[src/rtl/pc_sequencer.sv]
// Program-counter sequencer: owns the PC, selects the next PC from JumpOP and
// paces each instruction through a fetch handshake followed by a one-cycle execute.
module pc_sequencer #(
   parameter logic [31:0] RESET_PC = 32'h0000_0000
) (
   input  logic        clk,
   input  logic        rst,
   input  logic [1:0]  JumpOP,
   input  logic [15:0] imm,
   input  logic [25:0] target,
   input  logic [31:0] rs_data,
   input  logic        halt,
   input  logic        im_ready,
   output logic [31:0] pc,
   output logic [31:0] pc_plus4,
   output logic        im_req,
   output logic        instr_valid,
   output logic        halted,
   output logic [31:0] retire_cnt
);

   localparam int unsigned PC_W = 32;

   typedef enum logic [1:0] {
      IDLE  = 2'd0,
      FETCH = 2'd1,
      EXEC  = 2'd2,
      HALT  = 2'd3
   } state_t;

   state_t           state_q, state_d;
   logic [PC_W-1:0]  pc_d, cnt_d, next_pc, br_off;
   logic             im_req_d, instr_valid_d, halted_d;

   assign pc_plus4 = pc + PC_W'(4);
   assign br_off   = {{14{imm[15]}}, imm, 2'b00};

   // Next-PC select; all arithmetic wraps silently
   always_comb begin
      next_pc = pc_plus4;
      case (JumpOP)
         2'b00: next_pc = pc_plus4;
         2'b01: next_pc = pc_plus4 + br_off;
         2'b10: next_pc = rs_data & 32'hFFFF_FFFC;
         2'b11: next_pc = {pc_plus4[31:28], target, 2'b00};
         default: next_pc = pc_plus4;
      endcase
   end

   // Next-state, PC/counter update and next-output decode
   always_comb begin
      state_d = state_q;
      pc_d    = pc;
      cnt_d   = retire_cnt;
      case (state_q)
         IDLE:  state_d = FETCH;
         FETCH: if (im_ready) state_d = EXEC;
         EXEC: begin
            pc_d    = next_pc;
            cnt_d   = retire_cnt + PC_W'(1);
            state_d = halt ? HALT : FETCH;
         end
         HALT:  state_d = HALT;
         default: state_d = IDLE;
      endcase
      im_req_d      = (state_d == FETCH);
      instr_valid_d = (state_d == EXEC);
      halted_d      = (state_d == HALT);
   end

   always_ff @(posedge clk or negedge rst) begin
      if (!rst) begin
         state_q     <= IDLE;
         pc          <= RESET_PC;
         retire_cnt  <= '0;
         im_req      <= 1'b0;
         instr_valid <= 1'b0;
         halted      <= 1'b0;
      end else begin
         state_q     <= state_d;
         pc          <= pc_d;
         retire_cnt  <= cnt_d;
         im_req      <= im_req_d;
         instr_valid <= instr_valid_d;
         halted      <= halted_d;
      end
   end

endmodule

[config.mk]
export PLATFORM = sky130hd
export DESIGN_NAME = pc_sequencer
export DESIGN_NICKNAME = d
export VERILOG_FILES = /design/src/rtl/pc_sequencer.sv
export SDC_FILE = /design/constraint.sdc
export NUM_CORES = 1
export LEC_CHECK = 0
export CAP_MARGIN = 0
export CORE_MARGIN = 2
export CORE_UTILIZATION = 37
export DETAILED_ROUTE_END_ITERATION = 12
export GPL_ROUTABILITY_DRIVEN = 1
export PLACE_DENSITY = 0.72
export SETUP_SLACK_MARGIN = 0.5
export SYNTH_ARGS = -nofsm -noshare
export SYNTH_HDL_FRONTEND = slang
export SYNTH_SLANG_ARGS = --single-unit
[constraint.sdc]
create_clock -name clk -period 7.1 [get_ports clk]
set_clock_uncertainty 0.15 [all_clocks]
set_input_delay 1.775 -clock clk [delete_from_list [all_inputs] [get_ports clk]]
set_output_delay 1.775 -clock clk [all_outputs]
set_load 0.02 [all_outputs]
Yosys cells after proc, flatten, opt, wreduce, memory -nomap -nowiden
Cells that the tools add are included.

storage, ports and cells
  bits in registers = 69
  output and inout bits = 99

cells by class
  $add $sub $neg = 3
  eq/ne operators = 9
  mux-type cells = 4
  reduce and logical (&&, ||, !) cells = 2

operators by type and width
  operator                                                         count
  32-bit case mux with 4 select lines                              1
  32-bit by 1-bit adder with 32-bit output, second input constant  1
  32-bit by 3-bit adder with 32-bit output, second input constant  1
  32-bit adder                                                     1
  2-bit == test, second input constant                             6
  2-bit case mux with 4 select lines                               1
  2-bit by 1-bit == test with 1-bit output, second input constant  3
  2-bit zero test                                                  2
  2-bit two-way mux                                                2

Longest topological paths before layout
Gate-level depths: netlist (run 1).

  depth in word-level cells = 3
  depth in mapped cells = 17
  depth with buffers taken out = 16

Least setup slack after synthesis (run 1)
No wires, ideal clock.

  kind = register to register
  from = reg pc[4]
  to = reg pc[31]
  library setup time = 126 ps
  arrival = 4303 ps
  data required time = 6824 ps
  slack = 2521 ps
  stages on the path, launching flop included = 18
  path buffers = 1
  period minus slack after synthesis = 4579 ps
  cells stage by stage = dfrtp_1 -> clkbuf_1 -> nand3_1 -> nor3_1 -> nand3_1 -> inv_1 -> nand3_1 -> xnor2_1 -> ha_1 -> nand2_1 -> o22ai_1 -> or4_1 -> a211oi_2 -> nor2_1 -> a2111oi_0 -> a211oi_1 -> mux2i_1 -> a221o_1

on the way
  word-level cells in the longest chain between the ends = 3

ends and longest elaborated chain
  what                                      RTL line  text
  start, declared                           14        output logic [31:0] pc,
  start signal, assigned                    81        pc <= pc_d;
  32-bit by 3-bit adder with 32-bit output  35        assign pc_plus4 = pc + PC_W'(4);
  via pc_plus4[17]                          15        output logic [31:0] pc_plus4,
  32-bit adder                              43        2'b01: next_pc = pc_plus4 + br_off;
  32-bit case mux with 4 select lines       41        case (JumpOP)

The timed path passes the listed nets, and every way through them passes these cells.
A chain may end at the register's enable or synchronous reset.

Worst setup path after layout (run 1)
  from = reg pc[2]
  to = out pc_plus4[30]

on the way
  word-level cells in the longest chain between the ends = 1

ends and longest elaborated chain
  what                                      RTL line
  32-bit by 3-bit adder with 32-bit output  35
  end, declared                             15

No other way between the ends.

==> results of run 1 <==
flip-flops by register name (all words and copies together), names as in the netlist:
signal,flops
state_q,2
instr_valid,1
retire_cnt,32
pc,30
halted,1
im_req,1
cell type report:
type	count	area share, %
multi-input cells	533	49.0
flip-flops and latches	67	21.4
well taps	188	3.01
clock inverters	7	0.671
clock buffers	9	2.88
repair buffers	177	22.4
inverters	14	0.671
power by group:
group          switching, mW  total, mW  leakage (nW)  internal, mW
sequential            0.0922      0.531         0.855         0.439
combinational          0.709       1.33          2.28         0.622
clock                  0.191      0.429         0.136         0.239
worst max-delay path by stage:
stage / start / end / slack [ps]
global route: imm[15] / pc[31] / 1650
CTS: pc[2] / pc_plus4[30] / 1860
global placement: imm[15] / pc[31] / 1560
detailed placement: imm[15] / pc[31] / 1480
finish: pc[2] / pc_plus4[30] / 1830
floorplan: pc[4] / pc[31] / 2520
critical path: cells and delay by family (launching register included):
kind	cells	cell delay, ps
buf+inv	1	670
simple gates	4	1300
flops	1	430
fa+ha+maj	1	280
xor+xnor	1	310
metal layers:
layer | vias up | part of all wire (%) | track usage (%) | routed length (um)
met3 | 20 | 6.0 | 3.55 | 1050
met2 | 203 | 47 | 34.4 | 8100
met4 | 0 | 1.6 | 7.30 | 278
met5 | - | 0 | 0 | 0
li1 | 2650 | - | - | -
met1 | 2638 | 46 | 29.1 | 7950
cells in the mapped netlist (all sizes together) (9+ instances only):
| cell type | number |
|---|---|
| nor2 | 43 |
| nand4 | 16 |
| clkbuf | 16 |
| buf | 11 |
| mux4 | 13 |
| ha | 37 |
| inv | 14 |
| nand2 | 73 |
| xor2 | 25 |
| o21ai | 15 |
| mux2i | 16 |
| nor3 | 11 |
| a21o | 17 |
| dfrtp | 67 |
| nand3 | 38 |
| a21oi | 55 |
| mux2 | 13 |
| nor2b | 9 |
| xnor2 | 57 |
kinds of logic (layout without fill, tap and decap cells):
logic type	after synthesis	after routing	synth area share, %
AO/OA/AOI/OAI	148	148	17.2
XOR/XNOR	82	82	12.7
adder cells (fa/ha/maj)	38	38	8.51
buffers and inverters	41	207	3.13
flip-flops	67	67	29.5
multiplexers	42	42	10.6
other	1	4	0.0661
AND/OR/NAND/NOR	219	219	18.3
==> results.tsv, run 1 <==
metric	value	unit
design area	0.00783	mm2
Fill cells	1376	
final std cells w/o fill	995	
initial antenna violation count	0	
H-tree levels	3	
vias per inst	5.54	
Rows	45	
number of global-route vias before repair	5288	
Post-Syn Area per Cell	8.90	um2
ANT cells	0	
Slew @ Worst Pin	972	ps
Setup TNS	0	ps
router iterations before antenna repair	4	
Max-Cap Viols	0	
Max stage delay cell, worst path	clkdlybuf4s50_1	
Finished Core Util	51.9	%
Starting Density	37.6	%
WHS Path Cells	1	
Critical Path Sink Type	primary output	
hold_buf cts	0	
setup slack after layout	1830	ps
crit-path cells	ha_1, nand4_1, nor3_2, nand3_1, nor2_1, xor2_1, clkdlybuf4s50_1	
ANT nets after route	0	
die height	128	um
worst reg2reg setup slack	2260	ps
reg2reg start	pc[7]	
first-pass GRT wire length	27600	um
worst endpoint data arrival time	3350	ps
Max Fclk	0.190	GHz
EDFF count, synth	0	
Hold WC Path Type	flip-flop to flip-flop	
placed cell count	979	
Detailed Route WL	17400	um
final worst-path cycle share	74.3	%
# setup viols final	0	
I/O Pins	179	
Initial DRC Count	251	
dominant cell type by area after synthesis	dfrtp_1	
Tot Pwr	2.29	mW
commonest non-fill, non-tap cells in the layout	clkdlybuf4s50_1 (170), nand2_1 (73), dfrtp_1 (67)	
layout cells sized above 1	7.06	%
clk buf depth	2	
grt ovf	0	
post-CTS sizing	0	
Syn Std Cell Area	0.00568	mm2
clock slew at reported path FFs	60	ps
dpl cell area	0.00755	mm2
Final Hold Fails	0	
Multi-input gate area	0.00383	mm2
status	finished clean	
Storage cell area	0.00168	mm2
hold_ws	339	ps
sequential area share after synthesis	29.5	%
CTS Buf Count	9	
most common cell after layout, fill and taps aside	clkdlybuf4s50_1	
Critical Path RT	5180	ps
worst hold start	retire_cnt[31]	
Max FO, Critical Path	6	
Die Wd	128	um
yosys warns	0	
DRC violations left	0	
Hold Path End	retire_cnt[31]	
Max VDD drop	0.000131	V
Seq cells post-synth	67	
largest cells by area after synthesis	dfrtp_1 (30%), xnor2_1 (8.8%), ha_1 (8.2%)	
Startpoint Class	flip-flop	
Place WS	1480	ps
largest net degree at the start of global routing	68	
Setup CP Type	flip-flop to primary output	
DP Wirelength	12900	um
reg2reg path depth	16	
Pwr Density	293	mW/mm2
Avg WL per Cell	17.5	um
Crit path largest cell delay	670	ps
root buffer cell	clkbuf_16	
fraction of registers with async set/reset	100	%
Static Leak	3.27	nW
number of distinct library cells after synthesis	61	
total clock sinks	67	
Top FF cell, synth	dfrtp_1	
Synth Instances	638	
count of pins over their slew limit	0	
Worst slew margin	34.9	%
post-synth top area share	29.5	%
CTS tree	done	
Clock Latency Late Sink	340	ps
reg-to-reg endpoint	pc[31]	
RePlAce Congestion	0.915	
post-layout min period	5270	ps
die area	0.0163	mm2
count of nets after finishing	920	
synthesis-to-finish area growth	37.9	%
GRT Overall Usage	21.3	%
# port buffers	172	
RSZ-0062 raised after global routing	no	
Vias	5511	
Placeable Area	0.0151	mm2
setup bufs post-CTS	0	
No activity file was read; power rests on OpenSTA's default activity.
==> run 2: changes to the inputs <==
--- a/config.mk
+++ b/config.mk
@@ -10,7 +10,7 @@
 export CORE_UTILIZATION = 37
 export DETAILED_ROUTE_END_ITERATION = 12
 export GPL_ROUTABILITY_DRIVEN = 1
-export PLACE_DENSITY = 0.72
+export PLACE_DENSITY = 0.75
 export SETUP_SLACK_MARGIN = 0.5
 export SYNTH_ARGS = -nofsm -noshare
 export SYNTH_HDL_FRONTEND = slang
==> constraint.sdc (replaced) <==
create_clock -name clk -period 4.26 [get_ports clk]
set_clock_uncertainty 0.15 [all_clocks]
set_input_delay 1.065 -clock clk [delete_from_list [all_inputs] [get_ports clk]]
set_output_delay 1.065 -clock clk [all_outputs]
set_load 0.02 [all_outputs]
==> results.tsv, run 2 (synthesis gave the netlist of run 1 again) <==
metric	value	unit	change
Pwr Density	497	mW/mm2	+70%
DP Wirelength	14300	um	+11%
Clock Latency Late Sink	340	ps	about the same
hold_buf cts	0		unchanged
biggest regs	retire_cnt (32), pc (30), state_q (2)		
I/O Pins	179		unchanged
Hold Path End	instr_valid		
design area	0.00929	mm2	+19%
final worst-path cycle share	91.7	%	
initial antenna violation count	1		+1
reg2reg path depth	14		-2
Setup TNS	0	ps	unchanged
RSZ-0062 raised after global routing	yes		
root buffer cell	clkbuf_16		
die height	128	um	unchanged
Avg WL per Cell	18.4	um	+5.5%
vias per inst	5.57		+0.52%
number of global-route vias before repair	5837		+10%
Top reg by flops	retire_cnt		
post-layout min period	3910	ps	
Fill cells	1239		-10%
die area	0.0163	mm2	unchanged
Vias	6035		+9.5%
most common cell after layout, fill and taps aside	clkdlybuf4s50_1		
grt ovf	0		unchanged
Placeable Area	0.0151	mm2	unchanged
first-pass GRT wire length	30800	um	+11%
worst reg2reg setup slack	350	ps	-1910 ps
Place WS	-54.2	ps	-1540 ps
router iterations before antenna repair	5		+1
Worst slew margin	43.7	%	+8.7 points
Max-Cap Viols	0		unchanged
commonest non-fill, non-tap cells in the layout	clkdlybuf4s50_1 (150), buf_4 (86), nand2_1 (70)		
Max Fclk	0.256	GHz	
dpl cell area	0.00819	mm2	+8.5%
Static Leak	3.96	nW	+21%
Initial DRC Count	433		+73%
worst endpoint data arrival time	3980	ps	+630 ps
status	finished clean		
GRT Overall Usage	23.8	%	+2.5 points
ANT nets after route	0		unchanged
Final Hold Fails	0		unchanged
CTS Buf Count	9		unchanged
Die Wd	128	um	unchanged
Startpoint Class	flip-flop		
reg2reg start	pc[11]		
worst hold start	state_q[1]		
count of pins over their slew limit	0		unchanged
max FFs per register	32		unchanged
hold_ws	337	ps	-2.27 ps
WHS Path Cells	1		unchanged
Hold WC Path Type	flip-flop to flip-flop		
Setup CP Type	flip-flop to flip-flop		
count of nets after finishing	1008		+9.6%
reg-to-reg endpoint	pc[31]		
synthesis-to-finish area growth	63.7	%	
Critical Path Sink Type	flip-flop		
CTS tree	done		
layout cells sized above 1	27.4	%	+20 points
total clock sinks	67		unchanged
RePlAce Congestion	0.909		-0.57%
Detailed Route WL	20000	um	+15%
Starting Density	37.6	%	unchanged
clock slew at reported path FFs	60	ps	about the same
# port buffers	172		unchanged
H-tree levels	3		unchanged
Max FO, Critical Path	3		-3
DRC violations left	0		unchanged
setup slack after layout	353	ps	-1470 ps
largest net degree at the start of global routing	36		-47%
Critical Path RT	4340	ps	-840 ps
Rows	45		unchanged
clk buf depth	2		unchanged
# setup viols final	0		unchanged
Slew @ Worst Pin	842	ps	-131 ps
Max VDD drop	0.000258	V	+97%
## run 2: cell types whose count changed in the layout (fill, tap and decap cells not counted), moves of 7 or more
| cell | delta |
|---|---|
| a21oi_1 | -8 |
| buf_4 | +81 |
| clkdlybuf4s50_1 | -20 |
| dfrtp_1 | -10 |
| dfrtp_2 | +10 |
| dlygate4sd2_1 | +9 |
| dlymetal6s2s_1 | +7 |
| ha_1 | -16 |
| ha_4 | +14 |
| nand3_1 | -10 |
| nor2_1 | -8 |
| nor2_2 | +7 |
| xnor2_1 | -11 |
## run 2: routing by layer
layer | vias up | routed length (um) | track usage, %
li1 | 2833 | - | -
met1 | 2936 | 8290 | 31.4
met2 | 242 | 10000 | 40.6
met3 | 24 | 1380 | 4.42
met4 | 0 | 261 | 5.75
met5 | - | 0 | 0
## run 2: cell type report
cell class                 instances  area [um2]  share of cell area (%)
antenna                            1        2.50                  0.0269
timing repair buffer             265        2440                    26.2
clock inverter                     7        81.3                   0.875
multi-input combinational        533        4570                    49.2
inverter                          14        52.6                   0.566
tap                              188         235                    2.53
clock buffer                       9         225                    2.42
sequential                        67        1690                    18.2
## run 2: through the flow
| step | utilization (%) | power [mW] | instances |
|---|---|---|---|
| global route | 61.6 | 4.88 | 1084 |
| finish | 61.6 | 4.62 | 1084 |
| global placement | 54.3 | 3.36 | 1034 |
| detailed placement | 54.3 | 3.39 | 1034 |
| floorplan | - | 2.40 | 641 |
| CTS | 59.3 | 4.39 | 1071 |
## run 2: report_power, final
part,switching (mW),internal [mW],total (mW)
logic,1.49,1.46,2.95
registers,0.136,0.736,0.872
clock network,0.333,0.464,0.797
total,1.96,2.66,4.62
## run 2: worst max path at each step
stage | start | end | slack, ps
2_1_floorplan | pc[2] | pc[31] | 110
3_3_place_gp | imm[15] | pc[31] | -20
3_5_place_dp | imm[15] | pc[31] | -50
4_1_cts | pc[3] | pc[31] | 270
5_1_grt | pc[2] | pc[31] | 180
6_report | pc[11] | pc[31] | 350
## run 2: what timing repair did
item                                    4_1_cts  5_1_grt
pin swaps                                    37       43
endpoints found under the setup margin       28       36
buffers inserted                             21       12
gates resized for setup                      73       52
## run 2: critical path, cell delays in order, from the launching register on
cell	delay, ps
dfrtp_2	380
nand3_1	250
nor4_4	430
nand3_2	190
xnor2_4	260
ha_4	240
a21oi_4	170
nand2_2	80
or4_1	510
a211oi_2	190
nor2_2	100
a2111oi_4	330
a211oi_2	90
mux2i_1	130
a221o_1	300
